File: config.mk
export PLATFORM = sky130hd
export DESIGN_NAME = prng_errpos
export DESIGN_NICKNAME = d
export VERILOG_FILES = /design/src/rtl/prng_errpos.sv
export SDC_FILE = /design/constraint.sdc
export NUM_CORES = 1
export LEC_CHECK = 0
export CAP_MARGIN = 10
export CORE_MARGIN = 10
export CORE_UTILIZATION = 30
export CTS_BUF_LIST = sky130_fd_sc_hd__clkbuf_8
export CTS_CLUSTER_DIAMETER = 120
export CTS_CLUSTER_SIZE = 24
export DETAILED_ROUTE_END_ITERATION = 10
export GPL_TIMING_DRIVEN = 0
export PLACE_DENSITY = 0.58
export SKIP_CTS_REPAIR_TIMING = 1
export SLEW_MARGIN = 20
export SYNTH_ARGS = -nofsm -noshare
export SYNTH_HDL_FRONTEND = slang
export SYNTH_SLANG_ARGS = --single-unit
File: constraint.sdc
create_clock -name clk -period 6.38 [get_ports clk]
set_input_delay 1.276 -clock clk [delete_from_list [all_inputs] [get_ports clk]]
set_output_delay 1.276 -clock clk [all_outputs]
set_load 0.1 [all_outputs]
File: src/rtl/prng_errpos.sv
// Error-position generator for the Niederreiter encryption path: steps an external PRNG,
// keeps in-range, non-duplicate candidates and streams ERR_T distinct positions downstream.
module prng_errpos #(
    parameter int PRNG_DAT_W = 25,
    parameter int POS_W      = 11,
    parameter int N_LEN      = 2048,
    parameter int ERR_T      = 27
) (
    input  logic                          clk,
    input  logic                          rst_b,
    input  logic                          start,
    input  logic                          seed_ld,
    input  logic [PRNG_DAT_W-1:0]         seed_dat,
    output logic [1:0]                    prng_typ_sel,
    output logic                          prng_t_sel,
    output logic [PRNG_DAT_W-1:0]         prng_t_dat,
    input  logic [PRNG_DAT_W-1:0]         prng_r_dat,
    output logic                          pos_vld,
    input  logic                          pos_rdy,
    output logic [POS_W-1:0]              pos_dat,
    output logic [$clog2(ERR_T+1)-1:0]    pos_idx,
    output logic                          busy,
    output logic                          done
);

    localparam int IDX_W = $clog2(ERR_T + 1);

    localparam logic [2:0] ST_IDLE   = 3'd0;
    localparam logic [2:0] ST_SEED   = 3'd1;
    localparam logic [2:0] ST_REQ    = 3'd2;
    localparam logic [2:0] ST_SAMPLE = 3'd3;
    localparam logic [2:0] ST_CHECK  = 3'd4;
    localparam logic [2:0] ST_EMIT   = 3'd5;
    localparam logic [2:0] ST_FIN    = 3'd6;

    localparam logic [1:0] TYP_HALT = 2'd0;
    localparam logic [1:0] TYP_STEP = 2'd1;
    localparam logic [1:0] TYP_LOAD = 2'd2;

    // One extra bit so N_LEN = 2^POS_W is representable.
    localparam logic [POS_W:0]   N_LEN_V  = (POS_W + 1)'(N_LEN);
    localparam logic [IDX_W-1:0] ERR_T_V  = IDX_W'(ERR_T);

    logic [2:0]            state_q, state_d;
    logic [PRNG_DAT_W-1:0] seed_q, seed_d;
    logic [POS_W-1:0]      cand_q, cand_d;
    logic [POS_W-1:0]      pos_dat_q, pos_dat_d;
    logic                  pos_vld_q, pos_vld_d;
    logic [IDX_W-1:0]      pos_idx_q, pos_idx_d;
    logic [POS_W-1:0]      tbl_q [ERR_T];
    logic [POS_W-1:0]      tbl_d [ERR_T];

    logic                  cand_dup;
    logic                  cand_oor;
    logic [IDX_W-1:0]      pos_idx_inc;
    logic                  prng_lsb_unused;

    assign prng_lsb_unused = ^prng_r_dat[PRNG_DAT_W-POS_W-1:0];

    // Only the first pos_idx entries belong to the current run.
    always_comb begin
        cand_dup = 1'b0;
        for (int i = 0; i < ERR_T; i++) begin
            if ((IDX_W'(i) < pos_idx_q) && (tbl_q[i] == cand_q)) begin
                cand_dup = 1'b1;
            end
        end
    end

    assign cand_oor    = {1'b0, cand_q} >= N_LEN_V;
    assign pos_idx_inc = pos_idx_q + IDX_W'(1);

    // NOTE: every variable gets a default at the top of the block, so no path can infer a latch.
    always_comb begin
        state_d   = state_q;
        seed_d    = seed_q;
        cand_d    = cand_q;
        pos_dat_d = pos_dat_q;
        pos_vld_d = pos_vld_q;
        pos_idx_d = pos_idx_q;
        tbl_d     = tbl_q;

        case (state_q)
            ST_IDLE: begin
                if (seed_ld) begin
                    seed_d  = seed_dat;
                    state_d = ST_SEED;
                end else if (start) begin
                    for (int i = 0; i < ERR_T; i++) begin
                        tbl_d[i] = '0;
                    end
                    pos_idx_d = '0;
                    state_d   = ST_REQ;
                end
            end
            ST_SEED: begin
                state_d = ST_IDLE;
            end
            ST_REQ: begin
                state_d = ST_SAMPLE;
            end
            ST_SAMPLE: begin
                cand_d  = prng_r_dat[PRNG_DAT_W-1 -: POS_W];
                state_d = ST_CHECK;
            end
            ST_CHECK: begin
                if (cand_oor || cand_dup) begin
                    state_d = ST_REQ;
                end else begin
                    for (int i = 0; i < ERR_T; i++) begin
                        if (IDX_W'(i) == pos_idx_q) begin
                            tbl_d[i] = cand_q;
                        end
                    end
                    pos_dat_d = cand_q;
                    pos_vld_d = 1'b1;
                    state_d   = ST_EMIT;
                end
            end
            ST_EMIT: begin
                if (pos_rdy) begin
                    pos_vld_d = 1'b0;
                    pos_idx_d = pos_idx_inc;
                    state_d   = (pos_idx_inc == ERR_T_V) ? ST_FIN : ST_REQ;
                end
            end
            ST_FIN: begin
                state_d = ST_IDLE;
            end
            default: begin
                state_d = ST_IDLE;
            end
        endcase
    end

    // NOTE: state uses non-blocking assignments so every flop samples pre-edge values together.
    // NOTE: the position table is plain flops, not RAM, so it is cleared on reset like any register.
    always_ff @(posedge clk or negedge rst_b) begin
        if (!rst_b) begin
            state_q   <= ST_IDLE;
            seed_q    <= '0;
            cand_q    <= '0;
            pos_dat_q <= '0;
            pos_vld_q <= 1'b0;
            pos_idx_q <= '0;
            for (int i = 0; i < ERR_T; i++) begin
                tbl_q[i] <= '0;
            end
        end else begin
            state_q   <= state_d;
            seed_q    <= seed_d;
            cand_q    <= cand_d;
            pos_dat_q <= pos_dat_d;
            pos_vld_q <= pos_vld_d;
            pos_idx_q <= pos_idx_d;
            tbl_q     <= tbl_d;
        end
    end

    // PRNG controls decode straight from state, so reset forces halt without waiting for an edge.
    always_comb begin
        prng_typ_sel = TYP_HALT;
        if (state_q == ST_SEED) begin
            prng_typ_sel = TYP_LOAD;
        end else if (state_q == ST_REQ) begin
            prng_typ_sel = TYP_STEP;
        end
    end

    assign prng_t_sel = (state_q == ST_SEED);
    assign prng_t_dat = prng_t_sel ? seed_q : '0;
    assign pos_vld    = pos_vld_q;
    assign pos_dat    = pos_dat_q;
    assign pos_idx    = pos_idx_q;
    assign busy       = (state_q != ST_IDLE);
    assign done       = (state_q == ST_FIN);

endmodule

==> summary.txt, run 1 <==
status: finished clean
Worst R2R End: tbl_q[108]$_DFFE_PN0P_
CP Capture Point: prng_t_dat[15]
HPWL Detailed: 44.0 mm
GRT Total Usage: 18.0%
CP arrival: 3940 ps
Setup violations, final: 0
WS Path Type: register to output port
dpl cells: 2510
layout cell share with drive strength beyond 1: 9.10%
Reg area: 8830 sq um
Seq pwr share: 34.5%
row cnt: 89
die area: 70600 sq um
grt total ovfl: 0
Initial Utilization: 30.5%
Reg2Reg Depth: 11
type of origin of the critical path: register
library cells used by synthesis: 53
Power Internal: 0.00504 W
pwr/cell area: 479 nW/um^2
Peak Freq: 192 MHz
largest net degree at the start of global routing: 95
R2R Setup Slk: 1640 ps
Vias/cell: 5.52
Synth Warn #: 0
fin cells: 2534
CP endpoint kind: output port
Post-Syn Nets: 1704
Multi-input gate area: 8460 sq um
antenna violations before repair: 3
first-pass GRT wire length: 96.1 mm
Setup Skew: 34.9 ps
Comb power frac: 55.0%
drt first pass iters: 5
drt total wl: 65.4 mm
Seq/Total Area, Yosys: 48.8%
io pins: 102
per-cell routed wire length: 25.8 um
VDD IR max: 0.247 mV
most used cell, CP: clkbuf_1
CTS tree: done
worst-path fanout max: 11
flops & latches, synth: 353
Initial DRC Count: 1434
Max clock buf depth: 3
P_leak: 8.32 nW
final RePlAce weighted congestion: 0.961
crit-path cells: clkbuf_1, clkbuf_1, nor3b_2, clkbuf_1, and2_1, clkdlybuf4s50_1
Net Sw Power: 0.00470 W
H-tree levels: 1
EDFF count, synth: 0
Cell Area, Synth: 18100 sq um
# port buffers: 87
Placeable Area: 59400 sq um
clock group share of total power: 10.5%
max-slew violations: 0
vias in the first global route: 14000
FILL cells: 5908
Min-Delay Path Class: register to register
worst skew pair latency: 620 ps
fin nets: 1815
Crit Reg-Reg Startpoint: pos_idx[2]$_DFFE_PN0P_
slowest library cell on the worst path: clkdlybuf4s50_1
area grow syn2layout: 12.3%
worst path required time: 5100 ps
Net Sw Frac: 48.3%
die width: 266 um
launch point of the worst path: state_q[2]$_DFFE_PN0P_
Die Y: 266 um
Slew headroom: 18.2%
Mean Syn Cell Area: 11.0 sq um
unrepaired setup endpoints after global routing: no
Synth top area share: 48.8%
CTS buffer count: 18
max_cap viols: 0
root buf cell: clkbuf_8
worst slew pin tran: 1200 ps
Routed Antenna Nets: 0
Largest stage delay, worst path: 1160 ps
Power Total: 0.00973 W
top_reg_cell synth: dfrtp_1
leading area contributor after synthesis: dfrtp_1
CTS Sinks: 353
Mapped Cells: 1646
period utilization: 81.8%
detailed-route via count: 14000
final hold viol count: 0
FFs w/ async S/R, synth: 100%
top cells by area, synth: dfrtp_1 (49%), xnor2_1 (9.7%), a22o_1 (5.3%), mux2i_1 (4.9%), xor2_1 (4.6%)
clk slew on worst S/H paths: 160 ps
post-route minimum period: 5220 ps
DRC violations left: 0
layer usage:
metal	global-route usage, %	wire length, um	up-vias
li1	-	-	6018
met1	23.8	27700	7228
met2	28.8	30100	636
met3	3.67	5230	113
met4	6.56	2270	2
met5	0	13	-
power by group through the flow:
stage / clock network, W / registers (W) / logic, W
floorplan: 0 / 0.00355 / 0.00347
global placement: 0 / 0.00338 / 0.00524
finish: 0.00102 / 0.00336 / 0.00535
global route: 0.00112 / 0.00343 / 0.00563
CTS: 0.00105 / 0.00335 / 0.00533
detailed placement: 0 / 0.00339 / 0.00530
through the flow:
step | utilization, % | hold WS (ps) | TNS [ps] | cell area [sq um] | setup WS [ps]
floorplan | - | 472 | 0 | 18100 | 2050
global route | 34.3 | 507 | 0 | 20300 | 907
finish | 34.3 | 495 | 0 | 20300 | 1160
global placement | 33.6 | 460 | -4099450 | 19900 | -11660
detailed placement | 33.8 | 465 | 0 | 20000 | 1400
CTS | 34.2 | 499 | 0 | 20300 | 689
cell usage in the layout, fill, tap and decap left out, drive strengths merged, types with 36 or more instances in the layout:
master / synthesis / layout
xor2: 96 / 96
nand2: 146 / 146
mux2: 36 / 36
xnor2: 201 / 201
buf: 86 / 90
nand4: 47 / 47
a22o: 110 / 110
clkdlybuf4s50: 0 / 86
mux2i: 89 / 89
a21oi: 42 / 42
o2bb2ai: 88 / 88
and2: 53 / 53
o21ai: 63 / 63
clkbuf: 67 / 87
dfrtp: 353 / 353
worst min path at each step:
stage	startpoint	endpoint	cells past startpoint
after CTS	pos_dat[4]$_DFFE_PN0P_	pos_dat[4]$_DFFE_PN0P_	1
after floorplan	seed_q[11]$_DFFE_PN0P_	seed_q[11]$_DFFE_PN0P_	1
after global routing	pos_dat[4]$_DFFE_PN0P_	pos_dat[4]$_DFFE_PN0P_	1
final	pos_dat[1]$_DFFE_PN0P_	pos_dat[1]$_DFFE_PN0P_	1
after detailed placement	pos_dat[4]$_DFFE_PN0P_	pos_dat[4]$_DFFE_PN0P_	1
after global placement	pos_dat[4]$_DFFE_PN0P_	pos_dat[4]$_DFFE_PN0P_	1
registers in the layout (all words and copies together) (netlist names):
register	cells
tbl_q	297
seed_q	25
cand_q	11
pos_dat	11
pos_idx	5
state_q	3
pos_vld	1
final cells by class:
class                           instances  area share [%]
Sequential cell                       353            43.4
Buffer                                153            3.91
Multi-Input combinational cell       1134            41.6
Tap cell                              773            4.76
Clock buffer                           20            1.35
Inverter                                6           0.111
Clock inverter                          1          0.0369
Timing Repair Buffer                   91            4.76
Antenna cell                            3          0.0369
Yosys cell counts (3+ instances only):
library cell	number
a2111oi_0	6
a21o_1	12
a21oi_1	42
a22o_1	110
a31oi_1	4
a32oi_1	11
a41oi_1	3
and2_1	53
and3_1	3
and4_1	4
buf_2	51
buf_4	27
buf_6	7
clkbuf_1	65
dfrtp_1	353
ha_1	3
inv_1	6
mux2_2	36
mux2i_1	89
nand2_1	139
nand2_2	7
nand2b_1	3
nand3_1	21
nand4_1	47
nor2_1	16
nor2b_1	5
nor3_1	14
nor3b_1	4
nor4_1	26
o21ai_0	61
o21bai_1	7
o2bb2ai_1	88
or3_1	3
xnor2_1	201
xor2_1	96
worst max-delay path: cells and delay by family (launching register included):
kind,cells,cell delay (ps)
DFF,1,390
and+or+nand+nor,2,820
buffers and inverters,4,2100
kinds of logic (layout without fill, tap and decap cells):
family          Yosys count  after routing  synth area share (%)
flops                   353            353                  48.8
buf+inv                 159            271                  4.51
xor+xnor                297            297                  14.4
simple gates            353            353                  10.1
mux                     125            125                  7.16
compound gates          356            356                  14.9
other cells               0              3                     0
fa+ha+maj                 3              3                 0.207
Power figures use the tool's default switching activity.
==> run 2, diff against run 1 <==
==> constraint.sdc (replaced) <==
create_clock -name clk -period 5.45 [get_ports clk]
set_input_delay 1.09 -clock clk [delete_from_list [all_inputs] [get_ports clk]]
set_output_delay 1.09 -clock clk [all_outputs]
set_load 0.1 [all_outputs]
==> results of run 2 <==
The final DEF is identical to that of run 1. Status: finished clean.
Main changes from that run: setup slack after placement 1400 ps -> 652 ps; setup slack after layout 1160 ps -> 420 ps; hold slack 495 ps -> 445 ps; register-to-register setup slack 1640 ps -> 710 ps; total power 0.00973 W -> 0.0114 W; worst IR drop on VDD 0.247 mV -> 0.289 mV
